<file path="src/rtl/rdw_stage.sv">
// rdw_stage: read-data-wait stage between MEM and WB; waits for data_ok, extends load data, drops orphaned responses
module rdw_stage #(
  parameter int DISCARD_W = 2
) (
  input  logic        clk,
  input  logic        rst,
  input  logic        in_valid,
  output logic        in_ready,
  output logic        out_valid,
  input  logic        out_ready,
  input  logic        flush,
  input  logic        wb_flush,
  input  logic        mem_kill_pend,
  input  logic [31:0] pc,
  input  logic [31:0] alu_result,
  input  logic [31:0] csr_result,
  input  logic [31:0] mul_result,
  input  logic [31:0] div_result,
  input  logic [7:0]  mem_op,
  input  logic        res_from_mem,
  input  logic        res_from_mul,
  input  logic        res_from_div,
  input  logic        res_from_csr,
  input  logic        mem_we,
  input  logic        gr_we,
  input  logic [4:0]  dest,
  input  logic [31:0] data_in,
  input  logic        data_valid_in,
  input  logic        has_exception,
  input  logic [46:0] exc_info,
  input  logic        ertn,
  input  logic        rdcntid,
  input  logic        tlb,
  input  logic        cacop,
  input  logic        data_ok,
  input  logic [31:0] rdata,
  output logic        data_wait,
  output logic        this_flush,
  output logic        this_tlb_refetch,
  output logic        this_cacop_refetch,
  output logic [31:0] result_bypass,
  output logic [31:0] pc_out,
  output logic [31:0] result_out,
  output logic        gr_we_out,
  output logic [4:0]  dest_out,
  output logic        has_exception_out,
  output logic [46:0] exc_info_out,
  output logic        ertn_out,
  output logic        rdcntid_out,
  output logic        tlb_out,
  output logic        cacop_out
);
  localparam int SW = DISCARD_W + 2;
  localparam logic [DISCARD_W-1:0] DISC_MAX = '1;
  localparam int WB_W = 32 + 32 + 1 + 5 + 1 + 47 + 4;
  logic                 got_q, got_d;
  logic [31:0]          rdata_q, rdata_d;
  logic [DISCARD_W-1:0] disc_cnt_q, disc_cnt_d;
  logic                 out_valid_q, out_valid_d;
  logic [WB_W-1:0]      wb_q, wb_d;
  logic                 needs, claim, ready_go, fire, disc_zero;
  logic [31:0]          ld_src, lane, mem_res;
  logic [SW-1:0]        disc_sum;
  logic                 unused_ok;
  assign unused_ok = &{1'b0, mem_op[7:5], mem_op[2]};
  assign disc_zero = disc_cnt_q == '0;
  assign needs = in_valid & (res_from_mem | mem_we) & ~has_exception;
  assign data_wait = needs & ~data_valid_in & ~got_q & disc_zero;
  assign claim = data_ok & data_wait;
  assign this_flush = in_valid & (has_exception | ertn | wb_flush);
  assign this_tlb_refetch = in_valid & tlb;
  assign this_cacop_refetch = in_valid & cacop;
  assign ready_go = ~in_valid | this_flush | ~needs | data_valid_in | got_q | claim;
  assign fire = in_valid & ready_go & out_ready;
  assign in_ready = ~rst & (~in_valid | ready_go & out_ready);
  assign ld_src = data_valid_in ? data_in : got_q ? rdata_q : rdata;
  assign lane = ld_src >> {alu_result[1:0], 3'b000};
  assign mem_res = mem_op[0] ? {{24{lane[7]}}, lane[7:0]}
                 : mem_op[1] ? {{16{lane[15]}}, lane[15:0]}
                 : mem_op[3] ? {24'b0, lane[7:0]}
                 : mem_op[4] ? {16'b0, lane[15:0]}
                 : ld_src;
  assign result_bypass = res_from_mem ? mem_res
                       : res_from_mul ? mul_result
                       : res_from_div ? div_result
                       : res_from_csr ? csr_result
                       : alu_result;
  // a data_ok consumed by the discard counter is never claimed, so the decrement needs no extra gating
  assign disc_sum = SW'(disc_cnt_q) + SW'(mem_kill_pend) + SW'(flush & data_wait)
                  - SW'(data_ok & ~disc_zero);
  always_comb begin
    got_d = flush | fire ? 1'b0 : claim & ~out_ready ? 1'b1 : got_q;
    rdata_d = ~fire & claim & ~out_ready ? rdata : rdata_q;
    disc_cnt_d = disc_sum > SW'(DISC_MAX) ? DISC_MAX : disc_sum[DISCARD_W-1:0];
    out_valid_d = out_ready ? in_valid & ready_go & ~flush : out_valid_q;
    wb_d = fire ? {pc, result_bypass, gr_we, dest, has_exception, exc_info, ertn, rdcntid, tlb, cacop} : wb_q;
  end
  always_ff @(posedge clk) begin
    if (rst) begin
      got_q       <= 1'b0;
      rdata_q     <= '0;
      disc_cnt_q  <= '0;
      out_valid_q <= 1'b0;
      wb_q        <= {32'h1c00_0000, {(WB_W-32){1'b0}}};
    end else begin
      got_q       <= got_d;
      rdata_q     <= rdata_d;
      disc_cnt_q  <= disc_cnt_d;
      out_valid_q <= out_valid_d;
      wb_q        <= wb_d;
    end
  end
  assign out_valid = out_valid_q;
  assign {pc_out, result_out, gr_we_out, dest_out, has_exception_out, exc_info_out,
          ertn_out, rdcntid_out, tlb_out, cacop_out} = wb_q;
endmodule

</file>
<file path="config.mk">
export PLATFORM = sky130hd
export DESIGN_NAME = rdw_stage
export DESIGN_NICKNAME = d
export VERILOG_FILES = /design/src/rtl/rdw_stage.sv
export SDC_FILE = /design/constraint.sdc
export NUM_CORES = 1
export LEC_CHECK = 0
export BUFFER_PORTS_ARGS = -buffer_cell sky130_fd_sc_hd__buf_2
export CAP_MARGIN = 20
export CORE_AREA = 2 2 180 182
export DETAILED_ROUTE_END_ITERATION = 12
export DIE_AREA = 0 0 182 184
export HOLD_SLACK_MARGIN = 0.05
export SLEW_MARGIN = 20
export SYNTH_ARGS = -nofsm -noshare
export SYNTH_HDL_FRONTEND = slang
export SYNTH_SLANG_ARGS = --single-unit
</file>
<file path="constraint.sdc">
create_clock -name clk -period 4.3 [get_ports clk]
set_input_delay 0.43 -clock clk [delete_from_list [all_inputs] [get_ports clk]]
set_output_delay 0.43 -clock clk [all_outputs]
set_load 0.1 [all_outputs]
</file>
==> out/summary.md <==
Global routing used 24.7% of the available met1 tracks. The tools report the worst setup skew after layout as 0.0119 ns. The timing-limited maximum frequency is 256 MHz.

Summed over all layers, the global routing overflow is 0. The setup slack of the worst register-to-register path was 1.11 ns; the clock sink count was 158. The timing endpoint of the critical path is result_bypass[23]. The data required time at the worst endpoint was 3.87 ns. The logs give 0 for the post-detailed-route count of antenna-violating nets and 26800 um for the detailed-placement wirelength estimate. The depth of the most critical reg-to-reg path was 7; the clock latency reported for the late side of the worst-skew pair was 0.44 ns. The start of the worst register-to-register path was got_q.

In the final layout, the share of cells above drive strength 1 is 38.4%. The biggest area contributor in the post-synthesis netlist is sky130_fd_sc_hd__dfxtp_1. Cells fill 37.4% of the core in the end. The logs give 1378 for the net count after synthesis and 34.1% for the fraction of met2 tracks used by global routing.

Detailed router's first-iteration violation count: 666. The count of buffers added on input and output ports is 459. The floorplan step defined a die boundary enclosing 0.0335 mm2. The commonest cells after synthesis are sky130_fd_sc_hd__nand2_1 (279), sky130_fd_sc_hd__dfxtp_1 (158), sky130_fd_sc_hd__a21oi_1 (117). Among all flip-flop cells after synthesis, the most frequent one is sky130_fd_sc_hd__dfxtp_1.

After detailed routing, the number of vias per cell comes to 4.92. The total number of placement rows was 65; the async set-reset flop share out of synthesis was 0%. Setup repair after global routing left no endpoint under its margin. The run gives 51200 um as the first-pass GRT wire length. The top-level I/O count is 464, and the leakage component of the power is 5.34 nW. The tools report the initial cell density of the core as 26.8%. The run gives 2 as the initial antenna violation count. Fraction of power spent switching nets: 40.2%. In this run the number of cells on the critical path is 6. The number of global-route vias before repair was 8719. Startpoint of the most critical setup path: got_q. In this run the horizontal extent of the chip is 182 um. Relative to the synthesized area, the layout overhead comes to 39.6%.

On the worst path, the slowest cell contributes a delay of 0.80 ns. The average wire per standard cell was 18.4 um; the count of buffering cells on the critical path with inverters included was 1. Power per cell area: 412 mW/mm2. TritonCTS built the clock tree. Summed over all nets, the switching power comes to 1.94 mW.

The internal power of the cells totals 2.89 mW. After detailed placement, the total cell area comes to 0.0111 mm2. The tools report the number of buffers inserted to repair setup after CTS as 0. For this block, the via count after detailed routing is 9300. Transition time at the pin with the least slew margin: 1.05 ns. The layer flagged by global routing as most heavily used is met2. The root buffer cell chosen for the clock tree is sky130_fd_sc_hd__clkbuf_16. Sort of element at the start of the critical path: a flip-flop. The logs give 0 for the max-cap violation count and 0.890 for the global placer's final weighted congestion. Max-slew violation total from the final report: 0.

The average cell area after synthesis was 7.87 um2. The run gives 95 as the pin count of the biggest net entering global routing. Traced cell by cell, the critical path runs through mux2i_1, mux4_2, o221ai_4, nor3_1, nor2_1, buf_2.

The number of buffers created by CTS is 17, and the count of H-tree levels built during CTS is 4. The count of endpoints failing hold in the final timing report was 0; the met3 global-route usage was 5.01%. The die outline height was 184 um. Most frequently used cell type in the post-synthesis netlist: sky130_fd_sc_hd__nand2_1. In this run the worst path has a maximum fanout of 24. Buffers inserted to repair hold after CTS numbered 0. Sorting the synthesized cells by area gives the leading types as sky130_fd_sc_hd__dfxtp_1 (38%), sky130_fd_sc_hd__nand2_1 (12%), sky130_fd_sc_hd__mux2i_1 (10%).

Layout net count: 1784. The logs give 30.0% for the worst-case headroom to the max-slew limit and 0 for the total of endpoints with negative setup slack in the final report. After detailed routing, the number of remaining DRC violations is 0.

The classification of the worst-slack hold path was input port to flip-flop. The number of cells in the finished layout apart from fillers came out at 1891. The cell area after synthesis came out at 0.00842 mm2.

The clock network fraction of total power is 35.2%. The sequential fraction of the synthesis area is 37.6%, and the number of synthesized flops with an enable pin is 0. In this run, distinct cell masters in the synthesized netlist total 47.

The clock input transition at the sequential cells of the worst setup and hold paths came out at 0.07 ns. Capture point of the worst reg-to-reg path: rdata_q[20]. The tools report the number of search-and-repair iterations in the first detailed-routing pass as 5. Counting every instance in the synthesized netlist gives 1070.

The part of the power in combinational logic came out at 32.2%. STA classifies the critical path endpoint as an output port. The flow ran to the end, and the final reports show no timing, DRC or antenna violations. The logs give 0.214 ns for the worst hold-check slack and 3.48 ns for the critical path arrival. The worst setup path is of the flip-flop to output port kind. The logs give 34800 um for the final wirelength and 32.6% for the sequential share of power. For the peak ir drop on the vdd network, the log shows 0.000232 V.

Counting the fill cells in the layout gives 3356. The share of the synthesized area in the top cell type came out at 37.6%. The synthesized design contains 158 register bits. The slowest stage of the critical path is the sky130_fd_sc_hd__dfxtp_2 cell. For this run, the total global-route usage over all layers was measured as 19.9%. The logs give 2 for the buffer depth of the longest clock path and 0.0314 mm2 for the core area. The tools report the setup TNS as 0 ns. Top cell family by delay on the critical path: flip-flops. Counting I/O delays and the setup requirement, the final critical path takes 3.91 ns. The yosys synthesis warning count came out at 0. Count of placed standard cells including taps: 1859. The finished cells cover 0.0118 mm2.

The number of gates resized after CTS was 0. The final critical-path share of the clock period is 91.0%.
[sequential cells by signal, indices dropped and copies added (netlist names)]
signal      flops
disc_cnt_q      2
out_valid       1
got_q           1
wb_q          122
rdata_q        32
[kinds of logic (layout without fill, tap and decap cells)]
family	after synthesis	in the layout	synth area share, %
flops	158	158	37.6
xor+xnor	1	1	0.104
mux	109	109	13.6
other cells	0	1	0
fa+ha+maj	4	4	0.773
simple gates	419	419	20.2
compound gates	264	264	22.0
buf+inv	115	533	5.77
[stage by stage]
| stage | setup slack (ns) | power, mW |
|---|---|---|
| after floorplan | 0.00573 | 2.76 |
| after global placement | 0.882 | 3.15 |
| after detailed placement | 0.849 | 3.17 |
| after CTS | 0.369 | 4.88 |
| after global routing | 0.176 | 5.03 |
| final | 0.387 | 4.84 |
[power groups by stage]
stage	Sequential [mW]	Clock, mW	Combinational [mW]
2_1_floorplan	2.03	0	0.731
3_3_place_gp	1.61	0	1.54
3_5_place_dp	1.61	0	1.56
4_1_cts	1.58	1.74	1.56
5_1_grt	1.59	1.80	1.64
6_report	1.58	1.70	1.56
[per-layer routing]
metal / part of all wire, % / vias up
li1: - / 4531
met1: 42 / 4346
met2: 49 / 375
met3: 7.0 / 46
met4: 2.2 / 2
met5: 0.037 / -
[worst min-delay path by stage]
stage | endpoint | cells past startpoint | slack (ns) | from
2_1_floorplan | rdata_q[0] | 2 | 0.46 | rdata_q[0]
3_3_place_gp | wb_q[75] | 2 | 0.44 | wb_q[75]
3_5_place_dp | wb_q[16] | 2 | 0.44 | wb_q[16]
4_1_cts | wb_q[116] | 3 | 0.19 | pc[26]
5_1_grt | wb_q[118] | 3 | 0.20 | pc[28]
6_report | wb_q[118] | 3 | 0.21 | pc[28]
[cells in the final DEF, fill, tap and decap left out, types with 20 or more instances in the layout]
master                     Yosys  layout
sky130_fd_sc_hd__mux2i_1      87      87
sky130_fd_sc_hd__mux2_2       20      20
sky130_fd_sc_hd__dfxtp_1     158     157
sky130_fd_sc_hd__nand2_1     279     279
sky130_fd_sc_hd__inv_1        22      22
sky130_fd_sc_hd__o41ai_2      20      20
sky130_fd_sc_hd__nor2_1       86      86
sky130_fd_sc_hd__buf_2        22     458
sky130_fd_sc_hd__a21oi_1     117     117
sky130_fd_sc_hd__o21ai_0      35      35
sky130_fd_sc_hd__a211oi_1     30      30
[worst min-delay path: stages]
cell	delay, ns
sky130_fd_sc_hd__buf_2	0.07
sky130_fd_sc_hd__nand2_1	0.04
sky130_fd_sc_hd__nand3_1	0.06
[layout make-up]
| cell class | instances | area, um2 | share of cell area [%] |
|---|---|---|---|
| multi-input cells | 797 | 4860 | 41.3 |
| repair buffers | 479 | 2490 | 21.2 |
| flip-flops and latches | 158 | 3160 | 26.9 |
| clock inverters | 14 | 221 | 1.88 |
| diodes | 1 | 2.50 | 0.0213 |
| inverters | 23 | 86.3 | 0.735 |
| well taps | 402 | 503 | 4.28 |
| clock buffers | 17 | 425 | 3.62 |
(Power assumes the default switching activity.)
